--- src/rtl/instruction_loader.sv ---
// Byte-stream boot loader: packs 4 bytes per word and writes them to instruction memory from address 0.
// Optional LOADER_CHECKSUM_EN treats the word ending the stream as an XOR checksum instead of writing it.
module instruction_loader #(
  parameter int DEPTH      = 256,
  parameter int BIG_ENDIAN = 1
) (
  input  logic                     clk,
  input  logic                     reset,
  input  logic                     start,
  input  logic                     byte_valid,
  input  logic [7:0]               byte_data,
  input  logic                     byte_last,
  output logic                     byte_ready,
  output logic                     mem_we,
  output logic [31:0]              mem_addr,
  output logic [31:0]              mem_wdata,
  output logic                     busy,
  output logic                     done,
  output logic                     error,
  output logic [$clog2(DEPTH):0]   word_count
);

  localparam int CW = $clog2(DEPTH) + 1;
  localparam logic [CW-1:0] DEPTH_C = CW'(DEPTH);
  localparam logic [CW-1:0] ZERO_C  = {CW{1'b0}};
  localparam logic [CW-1:0] ONE_C   = {{(CW-1){1'b0}}, 1'b1};

  typedef enum logic [2:0] {
    S_IDLE  = 3'd0,
    S_LOAD  = 3'd1,
    S_WRITE = 3'd2,
    S_DONE  = 3'd3,
    S_ERROR = 3'd4
  } state_t;

  state_t          state_r;
  state_t          state_nx_s;
  logic [1:0]      idx_r;
  logic [31:0]     asm_r;
  logic            last_r;
  logic [CW-1:0]   count_r;
  logic            hs_s;
  logic            restart_s;
  logic [31:0]     word_s;
  logic            ready_nx_s;
  logic            we_nx_s;
  logic            busy_nx_s;
  logic            done_nx_s;
  logic            error_nx_s;
  logic            ready_r;
  logic            we_r;
  logic            busy_r;
  logic            done_r;
  logic            error_r;
  logic [31:0]     addr_r;
  logic [31:0]     wdata_r;
`ifdef LOADER_CHECKSUM_EN
  logic [31:0]     csum_r;
`endif

  // Place a byte into the lane chosen by its position in the word and the byte order.
  function automatic logic [31:0] insert_byte(input logic [31:0] w, input logic [1:0] idx,
                                              input logic [7:0] b);
    logic [1:0]  lane;
    logic [31:0] r;
    lane = (BIG_ENDIAN != 0) ? (2'd3 - idx) : idx;
    r = w;
    r[{lane, 3'b000} +: 8] = b;
    return r;
  endfunction

  assign hs_s      = (state_r == S_LOAD) && byte_valid;
  assign restart_s = start && ((state_r == S_IDLE) || (state_r == S_DONE) || (state_r == S_ERROR));
  assign word_s    = insert_byte(asm_r, idx_r, byte_data);

  // State register.
  always_ff @(posedge clk or negedge reset) begin
    if (!reset) begin
      state_r <= S_IDLE;
    end else begin
      state_r <= state_nx_s;
    end
  end

  // Next-state decision, including truncation, overflow and checksum outcomes.
  always_comb begin
    state_nx_s = state_r;
    case (state_r)
      S_IDLE, S_DONE, S_ERROR: begin
        if (start) begin
          state_nx_s = S_LOAD;
        end else begin
          state_nx_s = state_r;
        end
      end
      S_LOAD: begin
        if (hs_s) begin
          if (idx_r == 2'd3) begin
`ifdef LOADER_CHECKSUM_EN
            if (byte_last) begin
              if ((count_r == ZERO_C) || (word_s != csum_r)) begin
                state_nx_s = S_ERROR;
              end else begin
                state_nx_s = S_DONE;
              end
            end else if (count_r == DEPTH_C) begin
              state_nx_s = S_ERROR;
            end else begin
              state_nx_s = S_WRITE;
            end
`else
            if (count_r == DEPTH_C) begin
              state_nx_s = S_ERROR;
            end else begin
              state_nx_s = S_WRITE;
            end
`endif
          end else if (byte_last) begin
            state_nx_s = S_ERROR;
          end else begin
            state_nx_s = S_LOAD;
          end
        end else begin
          state_nx_s = S_LOAD;
        end
      end
      S_WRITE: begin
        if (last_r) begin
          state_nx_s = S_DONE;
        end else begin
          state_nx_s = S_LOAD;
        end
      end
      default: begin
        state_nx_s = S_IDLE;
      end
    endcase
  end

  // Output decode from the upcoming state so the flags can be registered without added latency.
  always_comb begin
    ready_nx_s = 1'b0;
    we_nx_s    = 1'b0;
    busy_nx_s  = 1'b0;
    done_nx_s  = 1'b0;
    error_nx_s = 1'b0;
    case (state_nx_s)
      S_LOAD: begin
        ready_nx_s = 1'b1;
        busy_nx_s  = 1'b1;
      end
      S_WRITE: begin
        we_nx_s   = 1'b1;
        busy_nx_s = 1'b1;
      end
      S_DONE: begin
        done_nx_s = 1'b1;
      end
      S_ERROR: begin
        error_nx_s = 1'b1;
      end
      default: begin
        ready_nx_s = 1'b0;
      end
    endcase
  end

  // Registered status flags and memory write port; address/data hold between writes.
  always_ff @(posedge clk or negedge reset) begin
    if (!reset) begin
      ready_r <= 1'b0;
      we_r    <= 1'b0;
      busy_r  <= 1'b0;
      done_r  <= 1'b0;
      error_r <= 1'b0;
      addr_r  <= 32'h0000_0000;
      wdata_r <= 32'h0000_0000;
    end else begin
      ready_r <= ready_nx_s;
      we_r    <= we_nx_s;
      busy_r  <= busy_nx_s;
      done_r  <= done_nx_s;
      error_r <= error_nx_s;
      if ((state_r == S_LOAD) && (state_nx_s == S_WRITE)) begin
        addr_r  <= 32'({count_r, 2'b00});
        wdata_r <= word_s;
      end
    end
  end

  // Byte index, word assembly and per-session word counter.
  always_ff @(posedge clk or negedge reset) begin
    if (!reset) begin
      idx_r   <= 2'd0;
      asm_r   <= 32'h0000_0000;
      last_r  <= 1'b0;
      count_r <= ZERO_C;
    end else if (restart_s) begin
      idx_r   <= 2'd0;
      asm_r   <= 32'h0000_0000;
      last_r  <= 1'b0;
      count_r <= ZERO_C;
    end else if (hs_s) begin
      asm_r  <= word_s;
      idx_r  <= idx_r + 2'd1;
      last_r <= byte_last;
    end else if (state_r == S_WRITE) begin
      idx_r   <= 2'd0;
      count_r <= count_r + ONE_C;
    end
  end

`ifdef LOADER_CHECKSUM_EN
  // Running XOR of every word written in the session.
  always_ff @(posedge clk or negedge reset) begin
    if (!reset) begin
      csum_r <= 32'h0000_0000;
    end else if (restart_s) begin
      csum_r <= 32'h0000_0000;
    end else if (state_r == S_WRITE) begin
      csum_r <= csum_r ^ wdata_r;
    end
  end
`endif

  assign byte_ready = ready_r;
  assign mem_we     = we_r;
  assign mem_addr   = addr_r;
  assign mem_wdata  = wdata_r;
  assign busy       = busy_r;
  assign done       = done_r;
  assign error      = error_r;
  assign word_count = count_r;

endmodule
--- config.mk ---
export PLATFORM = sky130hd
export DESIGN_NAME = instruction_loader
export DESIGN_NICKNAME = d
export VERILOG_FILES = /design/src/rtl/instruction_loader.sv
export SDC_FILE = /design/constraint.sdc
export NUM_CORES = 1
export LEC_CHECK = 0
export ABC_CLOCK_PERIOD_IN_PS = 2900
export BUFFER_PORTS_ARGS = -buffer_cell sky130_fd_sc_hd__buf_4
export CORE_UTILIZATION = 40
export DETAILED_ROUTE_END_ITERATION = 10
export GPL_TIMING_DRIVEN = 0
export SETUP_SLACK_MARGIN = 0.02
export SYNTH_ARGS = -nofsm -noshare
export SYNTH_HDL_FRONTEND = slang
export SYNTH_SLANG_ARGS = --single-unit
export TNS_END_PERCENT = 100
--- constraint.sdc ---
create_clock -name clk -period 2.9 [get_ports clk]
set_input_delay 0.58 -clock clk [delete_from_list [all_inputs] [get_ports clk]]
set_output_delay 0.58 -clock clk [all_outputs]
set_load 0.02 [all_outputs]
Word level (Yosys, flattened, before mapping). Index checks and enable logic that the tools add are counted.

Input bits: 13. Memory bits (writable): 0. Memories: 0. Word-level logic and storage cells: 64. Flip-flop bits (word level): 93. Bits in read-only memories: 0. Bits in latches: 0.

Equal/unequal tests: 11. Bitwise gates (word level): 0. Reduce and logical (&&, ||, !) cells: 12. Multipliers: 0. Add/sub/neg operators: 4. Divide/modulo/power cells: 0. Shifts and indexed selects: 2. Order comparisons: 0. Mux-type cells: 23.

Operator list (count): 32-bit two-way mux (2); 32-bit bitwise mux (1); 8-bit by 7-bit variable shift with 32-bit output, first input constant (1); 8-bit by 7-bit indexed part select with 32-bit output (1); 9-bit two-way mux (3); 3-bit two-way mux (5); 3-bit by 2-bit == test with 1-bit output, second input constant (4); 9-bit by 1-bit adder with 9-bit output, second input constant (1); 9-bit == test, second input constant (1); 3-bit case mux with 3 select lines (1); 2-bit two-way mux (4); 1-bit two-way mux (7); 5-bit negator with 7-bit output (1); 3-bit by 1-bit == test with 1-bit output, second input constant (2); 3-bit == test, second input constant (2); 2-bit nonzero test (2); 1-bit logical AND (3); 3-bit zero test (1); 3-bit nonzero test (1); 3-bit OR reduction (1); 2-bit by 1-bit adder with 2-bit output, second input constant (1); 2-bit == test, second input constant (1); 1-bit logical OR (2); 2-bit by 1-bit inequality test with 1-bit output, second input constant (1); 3 further kinds (3).

Longest topological paths before layout. Gate-level depths: netlist of run 1.

Depth in word-level cells: 8. Mapped depth: 8. Mapped depth without buffers: 6.

Worst setup path after synthesis of run 1. Ideal clock, no wire load.

Path kind: reg-to-reg. Start: register count_r[2], in the netlist word_count[2]. End: register addr_r[10], in the netlist mem_addr[10]. Stages on the path, launching flop included: 6. Arrival time: 1979 ps. Data required time: 2775 ps. Library setup time: 125 ps. Slack: 796 ps. Path through: dfrtp_1 > buf_2 > or4_4 > o311ai_4 > buf_6 > mux2_2.

Cells in the longest elaborated chain, start to end: 7.

RTL lines: from (decl) (RTL line 41) `logic [CW-1:0] count_r;`; from (signal assigned) (RTL line 209) `count_r <= count_r + ONE_C;`; 9-bit == test (RTL line 112) `if (count_r == DEPTH_C) begin`; 3-bit two-way mux (RTL line 112); 3-bit two-way mux (RTL line 98) `if (idx_r == 2'd3) begin`; 3-bit two-way mux (RTL line 97) `if (hs_s) begin`; 3-bit case mux with 3 select lines (RTL line 88) `case (state_r)`; 3-bit by 2-bit == test with 1-bit output (RTL line 184) `if ((state_r == S_LOAD) && (state_nx_s == S_WRITE)) begin`; 1-bit logical AND (RTL line 184); to (signal assigned) (RTL line 185) `addr_r <= 32'({count_r, 2'b00});`; to (decl) (RTL line 55) `logic [31:0] addr_r;`.

Every way passes these cells. A chain may end at the register's enable or synchronous reset.

Final worst setup path of run 1.
Start: register idx_r[0]. End: register asm_r[25].

Cells in the longest elaborated chain, start to end: 6.

RTL lines: from (decl) (RTL line 38) `logic [1:0] idx_r;`; from (signal assigned) (RTL line 205) `idx_r <= idx_r + 2'd1;`; 2-bit subtractor (*) (RTL line 66) `lane = (BIG_ENDIAN != 0) ? (2'd3 - idx) : idx;`; 5-bit negator with 7-bit output (*) (RTL line 68) `r[{lane, 3'b000} +: 8] = b;`; 8-bit by 7-bit indexed part select with 32-bit output or 8-bit by 7-bit variable shift with 32-bit output (tied branches) (RTL line 68); 32-bit bitwise mux (*) (RTL line 68); 32-bit two-way mux (*) (RTL line 203) `end else if (hs_s) begin`; 32-bit two-way mux (*) (RTL line 198) `end else if (restart_s) begin`; to (signal assigned) (RTL line 204) `asm_r <= word_s;`; to (decl) (RTL line 39) `logic [31:0] asm_r;`.

Every way passes the cells marked *; elsewhere a longest branch is shown, timed or not. The select of a mux whose other input is x is not followed.

==> impl_metrics.ini, run 1 <==
[worst_setup_path]
critical_path_peak_fanout = 10
worstPathArrival_ns = 2.83
critPathLaunchType = flop
required_ns = 3.20
critPathCaptureType = flop
criticalPathCategory = reg2reg

[finish]
multi_input_gate_area_um2 = 1770
ff_latch_area_um2 = 2330
layoutNonFillerInstCount = 659
antenna-diode-count = 0
final_core_util = 0.502
finish.instance_area_um2 = 5250
areaGrowthSynthToFinish_pct = 20.3
num-fill-cells = 982
layout.nets = 538
share_of_layout_cells_above_drive_strength_1 = 0.224

[clock_network]
hold_buffers = 0
post-cts-setup-buffers = 0
clock-sinks = 93
clk_latency_ns = 0.36
clock_tree_buffer_depth = 2
cts_tree = built
cts_buffers = 9
clock_tree.htree_level_count = 3
clkSlewWorstSetupHoldPaths_ns = 0.09
ctsResizeCount = 0
ctsRootBufferMaster = sky130_fd_sc_hd__clkbuf_8

[pwr]
power.density_nw_per_um2 = 693
intPower_mw = 2.34
power.switching_fraction = 0.357
switching_power_mw = 1.30
power.share.clock = 0.241
power.leakage_nw = 2.57
share_seq_of_total_power = 0.445
share_comb_of_total_power = 0.315
worst_supply_voltage_drop_on_vdd_uv = 321
tot_pwr_mw = 3.64

[hold_path]
min-delay-path-class = in2async

[routing]
number_of_vias_in_the_routed_layout = 3314
drt_pre_antenna_iters = 4
postRouteWirelength_um = 10000
via_per_inst = 5.03
antenna_left = 0
drc = 0
wire_per_inst_um = 15.2
detailedRoute.firstIterationViolations = 114

[logic_synthesis]
ys_top_cells_by_count = 93 x sky130_fd_sc_hd__dfrtp_1, 51 x sky130_fd_sc_hd__nand2_1, 43 x sky130_fd_sc_hd__o21ai_0, 38 x sky130_fd_sc_hd__a21oi_1, 37 x sky130_fd_sc_hd__a22o_1
synthesis.area_per_instance_um2 = 10.2
yosys.cell_count.top_type = sky130_fd_sc_hd__dfrtp_1
syn-instance-count = 427
synth_seq_cells = 93
synthAdderAreaFrac = 0.0201
synthTopCellsByArea = sky130_fd_sc_hd__dfrtp_1 53%, sky130_fd_sc_hd__a22o_1 7.4%, sky130_fd_sc_hd__nor2b_1 5.0%, sky130_fd_sc_hd__o21ai_0 4.9%, sky130_fd_sc_hd__nand2_1 4.4%
synth_compound_area_frac = 0.202
combinational_family_with_the_most_area_after_synthesis = compound AO/OA/AOI/OAI gates
number_of_synthesized_flops_with_an_enable_pin = 0
portion_of_synthesized_cell_area_occupied_by_the_leading_cell_type = 0.533
post_synth_mux_area_share = 0.0152
synth_xor_xnor_area_share = 0.00201
yosysWarnings = 0
mappedNetlistArea_um2 = 4370
post_synth_num_cell_types = 49
yosysSeqAreaShare = 0.533
dominantRegCellSynth = sky130_fd_sc_hd__dfrtp_1
ys_async_sr_fraction = 1.00
synthesized_area_fraction_occupied_by_and_or_nand_nor_cells = 0.146
synth_top_cell_by_area = sky130_fd_sc_hd__dfrtp_1

[floorplanning]
core_area_um2 = 10500
die_w_um = 106
die-area_um2 = 11300
die_height_um = 106
ioPinCount = 91
start_util = 0.417
placement_rows = 37

[place]
placement.io_buffers = 58
finalWeightedCongestion = 0.780
place_area_um2 = 5050
hpwl_um = 6860
dpl.cell_count = 643
dp_worst_setup_slack_ns = 0.388

[grt]
grt_max_degree = 94
grt_first_pass_wirelength_um = 16300
initial_antenna_violation_count = 0
grt_remaining_overflow = 0
grt_use_total = 0.187
grt_pass1_vias = 3105

[sta]
count_of_final_hold_check_violations = 0
rsz0062_at_grt = false
post-route-period-util = 0.875
setup_violations = 0
achievable-frequency_mhz = 394
finClkSkew_ns = 0.0103
tightestPinTransition_ns = 1.15
slew_violations = 0
aggregate_negative_setup_slack_ns = 0
finalWorstSetupSlack_ns = 0.363
max_slew_margin_vs_limit = 0.235
fin_hold_ws_ns = 0.438
finalCriticalPeriod_ns = 2.54

[run_status]
status = complete, no violations

[run]
cap_viol_max_count = 0
-- critical path, stage by stage, from the launching register on --
cell                       delay, ns
sky130_fd_sc_hd__dfrtp_1        0.49
sky130_fd_sc_hd__inv_1          0.12
sky130_fd_sc_hd__ha_1           0.38
sky130_fd_sc_hd__nor4b_2        0.76
sky130_fd_sc_hd__and2_1         0.22
sky130_fd_sc_hd__clkbuf_1       0.30
sky130_fd_sc_hd__a22o_1         0.20
-- final cells by class --
type | count | area share
buffer | 54 | 0.0589
clock buffer | 9 | 0.0236
clock inverter | 7 | 0.0141
inverter | 11 | 0.00786
multi-input combinational | 291 | 0.337
sequential | 93 | 0.443
tap | 136 | 0.0324
timing repair buffer | 58 | 0.0829
-- final timing paths --
check / start / to / slack [ns] / depth (start not counted)
hold / removal: reset / mem_wdata[20] / 0.44 / 1
setup / recovery: idx_r[0] / asm_r[25] / 0.36 / 6
setup reg to reg: idx_r[0] / asm_r[25] / 0.36 / 6
hold reg to reg: mem_wdata[5] / mem_wdata[5] / 0.49 / 2
min in group clk: byte_last / last_r / 0.44 / 3
max in group asynchronous: reset / mem_wdata[30] / 1.73 / 1
-- power groups by stage --
stage | clock, mW | sequential [mW] | combinational, mW
finish | 0.875 | 1.62 | 1.15
global route | 0.949 | 1.64 | 1.28
CTS | 0.900 | 1.62 | 1.15
detailed placement | 0 | 1.64 | 1.15
global placement | 0 | 1.63 | 1.14
floorplan | 0 | 1.75 | 0.636
-- cells in the final DEF (no fill, tap or decap), types with 7 or more instances in the layout --
cell type                  instances
sky130_fd_sc_hd__dfrtp_1          93
sky130_fd_sc_hd__nand2_1          51
sky130_fd_sc_hd__o21ai_0          43
sky130_fd_sc_hd__clkbuf_8          9
sky130_fd_sc_hd__nor2b_1          35
sky130_fd_sc_hd__conb_1           23
sky130_fd_sc_hd__ha_1              7
sky130_fd_sc_hd__inv_1            10
sky130_fd_sc_hd__buf_1             8
sky130_fd_sc_hd__clkbuf_1         14
sky130_fd_sc_hd__buf_2             7
sky130_fd_sc_hd__a22o_1           37
sky130_fd_sc_hd__buf_4            82
sky130_fd_sc_hd__a21oi_1          38
-- flip-flops by register name, summed over array words and instances (netlist names) --
signal and flops:
asm_r 32, done 1, mem_we 1, state_r 3, last_r 1, word_count 9
byte_ready 1, error 1, mem_wdata 32, busy 1, mem_addr 9, idx_r 2
-- per-layer routing --
| metal | wire, um | part of all wire | GRT usage | vias to the layer above |
|---|---|---|---|---|
| met2 | 4750 | 0.47 | 0.299 | 90 |
| met3 | 482 | 0.048 | 0.0374 | 5 |
| met4 | 61 | 0.0061 | 0.0509 | 0 |
| met1 | 4710 | 0.47 | 0.260 | 1587 |
| met5 | 0 | 0 | 0 | - |
| li1 | - | - | - | 1632 |
-- cells by family (layout without fill, tap and decap cells) --
kind of cell | after synthesis | count (layout)
AOI/OAI and AO/OA | 135 | 135
xor gates and xnor gates | 1 | 1
adders and majority gates | 7 | 7
buffers and inverters | 65 | 139
DFF | 93 | 93
muxes | 6 | 6
other | 1 | 23
and+or+nand+nor | 119 | 119
No activity file was read; power rests on OpenSTA's default activity.
==> inputs of run 2 (changes only) <==
--- a/config.mk
+++ b/config.mk
@@ -5,7 +5,7 @@
 export SDC_FILE = /design/constraint.sdc
 export NUM_CORES = 1
 export LEC_CHECK = 0
-export ABC_CLOCK_PERIOD_IN_PS = 2900
+export ABC_AREA = 1
 export BUFFER_PORTS_ARGS = -buffer_cell sky130_fd_sc_hd__buf_4
 export CORE_UTILIZATION = 40
 export DETAILED_ROUTE_END_ITERATION = 10
==> run 2 against run 1 <==
Net effect: sequential cell count did not move; first-iteration DRC count grew 75%; area after synthesis increased by 6.2%; setup slack better by 0.34 ns; non-clock buffer count is 5 higher; global-route usage increased by 2.5 points; wire length rose by 17%; clock power grew 29%; synthesized cell count is 34% higher; final cell count rose by 24%; critical endpoint is now mem_wdata[30].
==> impl_metrics.ini, run 2 <==
[logic_synthesis]
number_of_synthesized_flops_with_an_enable_pin = 0
yosysSeqAreaShare = 0.502
yosysWarnings = 0
yosys.cell_count.top_type = sky130_fd_sc_hd__nand2_1
synthTopCellsByArea = sky130_fd_sc_hd__dfrtp_1 50%, sky130_fd_sc_hd__nand2_1 16%, sky130_fd_sc_hd__nand3_1 9.9%, sky130_fd_sc_hd__buf_4 4.0%, sky130_fd_sc_hd__inv_1 3.2%
synth_top_cell_by_area = sky130_fd_sc_hd__dfrtp_1
ys_top_cells_by_count = 197 x sky130_fd_sc_hd__nand2_1, 93 x sky130_fd_sc_hd__dfrtp_1, 92 x sky130_fd_sc_hd__nand3_1, 39 x sky130_fd_sc_hd__inv_1, 29 x sky130_fd_sc_hd__o21ai_0
syn-instance-count = 573
synthesis.area_per_instance_um2 = 8.09
mappedNetlistArea_um2 = 4630
dominantRegCellSynth = sky130_fd_sc_hd__dfrtp_1
synth_seq_cells = 93
portion_of_synthesized_cell_area_occupied_by_the_leading_cell_type = 0.502
post_synth_num_cell_types = 23
ys_async_sr_fraction = 1.00

[pwr]
power.share.clock = 0.275
power.leakage_nw = 3.07
intPower_mw = 2.60
share_comb_of_total_power = 0.332
power.switching_fraction = 0.369
power.density_nw_per_um2 = 725
worst_supply_voltage_drop_on_vdd_uv = 482
switching_power_mw = 1.52
share_seq_of_total_power = 0.393

[finish]
antenna-diode-count = 0
layout_common_cells = 197 x sky130_fd_sc_hd__nand2_1, 93 x sky130_fd_sc_hd__dfrtp_1, 92 x sky130_fd_sc_hd__nand3_1, 92 x sky130_fd_sc_hd__buf_4, 39 x sky130_fd_sc_hd__inv_1
layoutNonFillerInstCount = 816
layout.nets = 693
share_of_layout_cells_above_drive_strength_1 = 0.209
areaGrowthSynthToFinish_pct = 22.6
layout.cells.most_common = sky130_fd_sc_hd__nand2_1
num-fill-cells = 1099

[routing]
postRouteWirelength_um = 11700
antenna_left = 0
drt_pre_antenna_iters = 4
drc = 0
wire_per_inst_um = 14.3
number_of_vias_in_the_routed_layout = 4017
via_per_inst = 4.92
detailedRoute.firstIterationViolations = 200

[clock_network]
clkSlewWorstSetupHoldPaths_ns = 0.06
clock-sinks = 93
cts_buffers = 9
clock_tree.htree_level_count = 3
clk_latency_ns = 0.35
cts_tree = built
clock_tree_buffer_depth = 2
post-cts-setup-buffers = 0
ctsResizeCount = 0
ctsRootBufferMaster = sky130_fd_sc_hd__clkbuf_16
hold_buffers = 0

[sta]
slew_violations = 0
finalCriticalPeriod_ns = 2.20
max_slew_margin_vs_limit = 0.233
post-route-period-util = 0.758
count_of_final_hold_check_violations = 0
tightestPinTransition_ns = 1.15
finClkSkew_ns = 0.00465
achievable-frequency_mhz = 455
rsz0062_at_grt = false
aggregate_negative_setup_slack_ns = 0
setup_violations = 0
fin_hold_ws_ns = 0.476

[place]
finalWeightedCongestion = 0.875
hpwl_um = 8370
dpl.cell_count = 802
placement.io_buffers = 67

[worst_setup_path]
cpLargestDelayFamily = buffers and inverters
critPathCaptureType = flop
path_cells = clkinv_1 -> ha_1 -> clkinv_1 -> nand2_1 -> o21ai_0 -> nand3_1 -> nand2_1
critPathLaunchType = flop
worstPathArrival_ns = 2.44
critical_path_peak_fanout = 11
criticalPathCategory = reg2reg
critPathSlowestCell = sky130_fd_sc_hd__dfrtp_1
timing.critical_path.slowest_cell_delay_ns = 0.48
required_ns = 3.14
critPathBufInv = 2

[floorplanning]
die-area_um2 = 12000
die_w_um = 110
die_height_um = 110
placement_rows = 38
ioPinCount = 91
core_area_um2 = 11100
start_util = 0.418

[grt]
grt_max_degree = 94
grt_use_total = 0.212
grt_remaining_overflow = 0
initial_antenna_violation_count = 0
grt_first_pass_wirelength_um = 19400
grt_pass1_vias = 3882

[run]
cap_viol_max_count = 0

[hold_path]
min-delay-path-class = in2async

[run_status]
status = complete, no violations
==> run 2: changes by cell type in the layout (fill, tap and decap cells not counted), moves of 14 or more <==
cell / change
sky130_fd_sc_hd__o21ai_0: -14
sky130_fd_sc_hd__nand2_1: +146
sky130_fd_sc_hd__nor2b_1: -35
sky130_fd_sc_hd__nand3_1: +87
sky130_fd_sc_hd__o22ai_1: +17
sky130_fd_sc_hd__a22o_1: -37
sky130_fd_sc_hd__clkbuf_1: -14
sky130_fd_sc_hd__a21oi_1: -35
sky130_fd_sc_hd__inv_1: +29
==> run 2: power by group through the flow <==
stage / clock [mW] / combinational (mW) / sequential (mW)
after CTS: 1.16 / 1.37 / 1.62
after global placement: 0 / 1.34 / 1.63
after detailed placement: 0 / 1.36 / 1.64
final: 1.13 / 1.37 / 1.62
after floorplan: 0 / 0.816 / 1.72
after global routing: 1.20 / 1.53 / 1.64
==> run 2: worst reg2reg max path, cell delays in order (launching register included) <==
cell and delay, ns:
sky130_fd_sc_hd__dfrtp_1 0.48, sky130_fd_sc_hd__clkinv_1 0.30, sky130_fd_sc_hd__ha_1 0.44, sky130_fd_sc_hd__clkinv_1 0.23, sky130_fd_sc_hd__nand2_1 0.28, sky130_fd_sc_hd__o21ai_0 0.17
sky130_fd_sc_hd__nand3_1 0.13, sky130_fd_sc_hd__nand2_1 0.05
==> run 2: cell type report <==
class | instances | area, um2 | area share
clock inverter | 1 | 5.00 | 0.000881
tap | 140 | 175 | 0.0308
inverter | 44 | 165 | 0.0291
timing repair buffer | 67 | 503 | 0.0885
buffer | 50 | 357 | 0.0628
sequential | 93 | 2330 | 0.410
clock buffer | 13 | 280 | 0.0493
multi-input combinational | 408 | 1870 | 0.329
==> run 2: final timing paths <==
kind	start	to	slack (ns)	cells past startpoint
max in group asynchronous	reset	mem_wdata[20]	1.71	1
min reg2reg	mem_addr[7]	mem_addr[7]	0.48	2
max reg2reg	idx_r[0]	mem_wdata[30]	0.70	7
min in group clk	mem_addr[7]	mem_addr[7]	0.48	2
min	reset	word_count[4]	0.48	1
max	idx_r[0]	mem_wdata[30]	0.70	7
==> run 2: per-stage QoR <==
stage / area (um2) / total power [mW] / worst slack, ns / utilization
finish: 5680 / 4.12 / 0.702 / 0.513
global route: 5680 / 4.37 / 0.382 / 0.513
CTS: 5680 / 4.15 / 0.698 / 0.513
detailed placement: 5400 / 3.00 / 0.739 / 0.487
global placement: 5400 / 2.97 / 0.766 / 0.487
floorplan: 4720 / 2.54 / 1.12 / -
==> run 2: cell families (layout without fill, tap and decap cells) <==
family	count (synthesis)	after routing	share of synthesized area
flip-flops	93	93	0.502
other	1	23	0.000809
adder cells (fa/ha/maj)	7	7	0.0189
AO/OA/AOI/OAI	62	62	0.0715
AND/OR/NAND/NOR	315	315	0.292
buffers and inverters	94	175	0.113
XOR/XNOR	1	1	0.00189
==> run 2: layer usage <==
metal	global-route usage	part of all wire
met1	0.290	0.46
met2	0.338	0.47
met3	0.0480	0.058
met4	0.0600	0.017
met5	0	0
==> inputs of run 3 (changes only) <==
--- a/config.mk
+++ b/config.mk
@@ -5,7 +5,7 @@
 export SDC_FILE = /design/constraint.sdc
 export NUM_CORES = 1
 export LEC_CHECK = 0
-export ABC_AREA = 1
+export ABC_AREA = 0
 export BUFFER_PORTS_ARGS = -buffer_cell sky130_fd_sc_hd__buf_4
 export CORE_UTILIZATION = 40
 export DETAILED_ROUTE_END_ITERATION = 10
==> constraint.sdc (replaced) <==
create_clock -name clk -period 2.25 [get_ports clk]
set_input_delay 0.45 -clock clk [delete_from_list [all_inputs] [get_ports clk]]
set_output_delay 0.45 -clock clk [all_outputs]
set_load 0.02 [all_outputs]
==> run 3 against run 2 <==
Net effect: register-to-register slack worse by 0.60 ns; largest power group unchanged; combinational power grew 11%; design area fell by 6.9%; critical path depth down 1; hold slack worse by 0.17 ns; critical endpoint is now mem_addr[10]; final cell count shrank 19%.
==> impl_metrics.ini, run 3 (same netlist as run 1, synthesis figures left out) <==
[sta]
post-route-period-util = 0.957
finClkSkew_ns = 0.00942
finalCriticalPeriod_ns = 2.15
achievable-frequency_mhz = 465
tightestPinTransition_ns = 1.15
finalWorstSetupSlack_ns = 0.0979
slew_violations = 0
rsz0062_at_grt = true
max_slew_margin_vs_limit = 0.232
count_of_final_hold_check_violations = 0
setup_violations = 0

[finish]
areaGrowthSynthToFinish_pct = 21.2
layout.cells.most_common = sky130_fd_sc_hd__dfrtp_1
layout_common_cells = 92 x sky130_fd_sc_hd__dfrtp_1, 84 x sky130_fd_sc_hd__buf_4, 51 x sky130_fd_sc_hd__nand2_1
layout.nets = 536
finish.instance_area_um2 = 5290
share_of_layout_cells_above_drive_strength_1 = 0.242
antenna-diode-count = 0
layoutNonFillerInstCount = 657
final_core_util = 0.506

[clock_network]
clock-sinks = 93
clock_tree_buffer_depth = 2
clock_tree.htree_level_count = 3
clk_latency_ns = 0.36
cts_tree = built
cts_buffers = 9
hold_buffers = 0
ctsRootBufferMaster = sky130_fd_sc_hd__clkbuf_8
clkSlewWorstSetupHoldPaths_ns = 0.09

[floorplanning]
die-area_um2 = 11300
start_util = 0.417
die_height_um = 106
die_w_um = 106
core_area_um2 = 10500
ioPinCount = 91
placement_rows = 37

[place]
dpl.cell_count = 643
finalWeightedCongestion = 0.780
placement.io_buffers = 58
dp_worst_setup_slack_ns = -0.262
place_area_um2 = 5050
hpwl_um = 6860

[worst_setup_path]
critPathLaunchType = flop
criticalPathCategory = reg2reg
worstPathArrival_ns = 2.41
required_ns = 2.50
critical_path_peak_fanout = 10
critPathCaptureType = flop

[pwr]
power.density_nw_per_um2 = 897
worst_supply_voltage_drop_on_vdd_uv = 411
power.leakage_nw = 2.60

[grt]
grt_remaining_overflow = 0
grt_use_total = 0.187
grt_max_degree = 94
grt_first_pass_wirelength_um = 16300
initial_antenna_violation_count = 0
grt_pass1_vias = 3092

[routing]
postRouteWirelength_um = 10000
drt_pre_antenna_iters = 4
drc = 0
number_of_vias_in_the_routed_layout = 3283
antenna_left = 0
via_per_inst = 5.00
detailedRoute.firstIterationViolations = 111
wire_per_inst_um = 15.3

[run_status]
status = complete, no violations

[run]
cap_viol_max_count = 0

[hold_path]
min-delay-path-class = in2async
[run 3: cell count changes in the layout (fill, tap and decap cells not counted), sizes merged, moves of 3 or more]
cell	previous run	this run
nand2	199	51
o21ai	42	45
nor2	17	4
mux2	0	5
and2	0	5
inv	42	12
clkbuf	14	19
a21oi	3	38
nor2b	0	35
buf	116	100
o22ai	17	0
a22o	0	37
nand3	95	5
[run 3: critical path: stages (launching register included)]
cell                       delay, ns
sky130_fd_sc_hd__dfrtp_1        0.39
sky130_fd_sc_hd__clkbuf_4       0.18
sky130_fd_sc_hd__or4_4          0.56
sky130_fd_sc_hd__o311ai_4       0.27
sky130_fd_sc_hd__buf_6          0.17
sky130_fd_sc_hd__buf_12         0.14
sky130_fd_sc_hd__mux2_2         0.33
[run 3: timing repair]
item / CTS / global route
pin swaps: 1 / 0
setup buffers: 3 / 0
gates resized for setup: 5 / 10
setup endpoints to repair: 48 / 55
[run 3: worst paths after layout]
kind                                from             to  slack, ns  cells past startpoint
hold / removal                     reset  mem_wdata[20]       0.31                      1
max in group asynchronous          reset       idx_r[0]       1.14                      1
setup reg to reg           word_count[2]   mem_addr[10]        0.1                      6
min in group clk               byte_last         last_r       0.31                      3
hold reg to reg             mem_wdata[1]   mem_wdata[1]       0.49                      2
setup / recovery           word_count[2]   mem_addr[10]        0.1                      6
[run 3: per-layer routing]
metal  share of wire  global-route usage
met5               0                   0
met4          0.0083              0.0509
met3           0.043              0.0374
met2            0.48               0.299
met1            0.47               0.260
[run 3: power breakdown]
group / switching (mW) / internal (mW) / total [mW]
Clock: 0.615 / 0.518 / 1.13
Combinational: 0.922 / 0.602 / 1.52
Sequential: 0.156 / 1.93 / 2.09
[run 3: final cells by class]
| type | count | area [um2] |
|---|---|---|
| Multi-Input combinational cell | 291 | 1780 |
| Clock inverter | 7 | 73.8 |
| Clock buffer | 9 | 124 |
| Fill cell | 977 | 5170 |
| Buffer | 49 | 308 |
| Sequential cell | 93 | 2330 |
| Inverter | 11 | 41.3 |
| Timing Repair Buffer | 61 | 462 |
| Tap cell | 136 | 170 |
[run 3: metrics by stage]
stage	TNS [ns]	hold WS, ns	power, mW
after global routing	-0.00237	0.319	5.04
after CTS	0	0.294	4.77
after global placement	-3.64	0.466	3.57
final	0	0.306	4.75
after floorplan	0	0.154	3.08
after detailed placement	-4.31	0.473	3.60
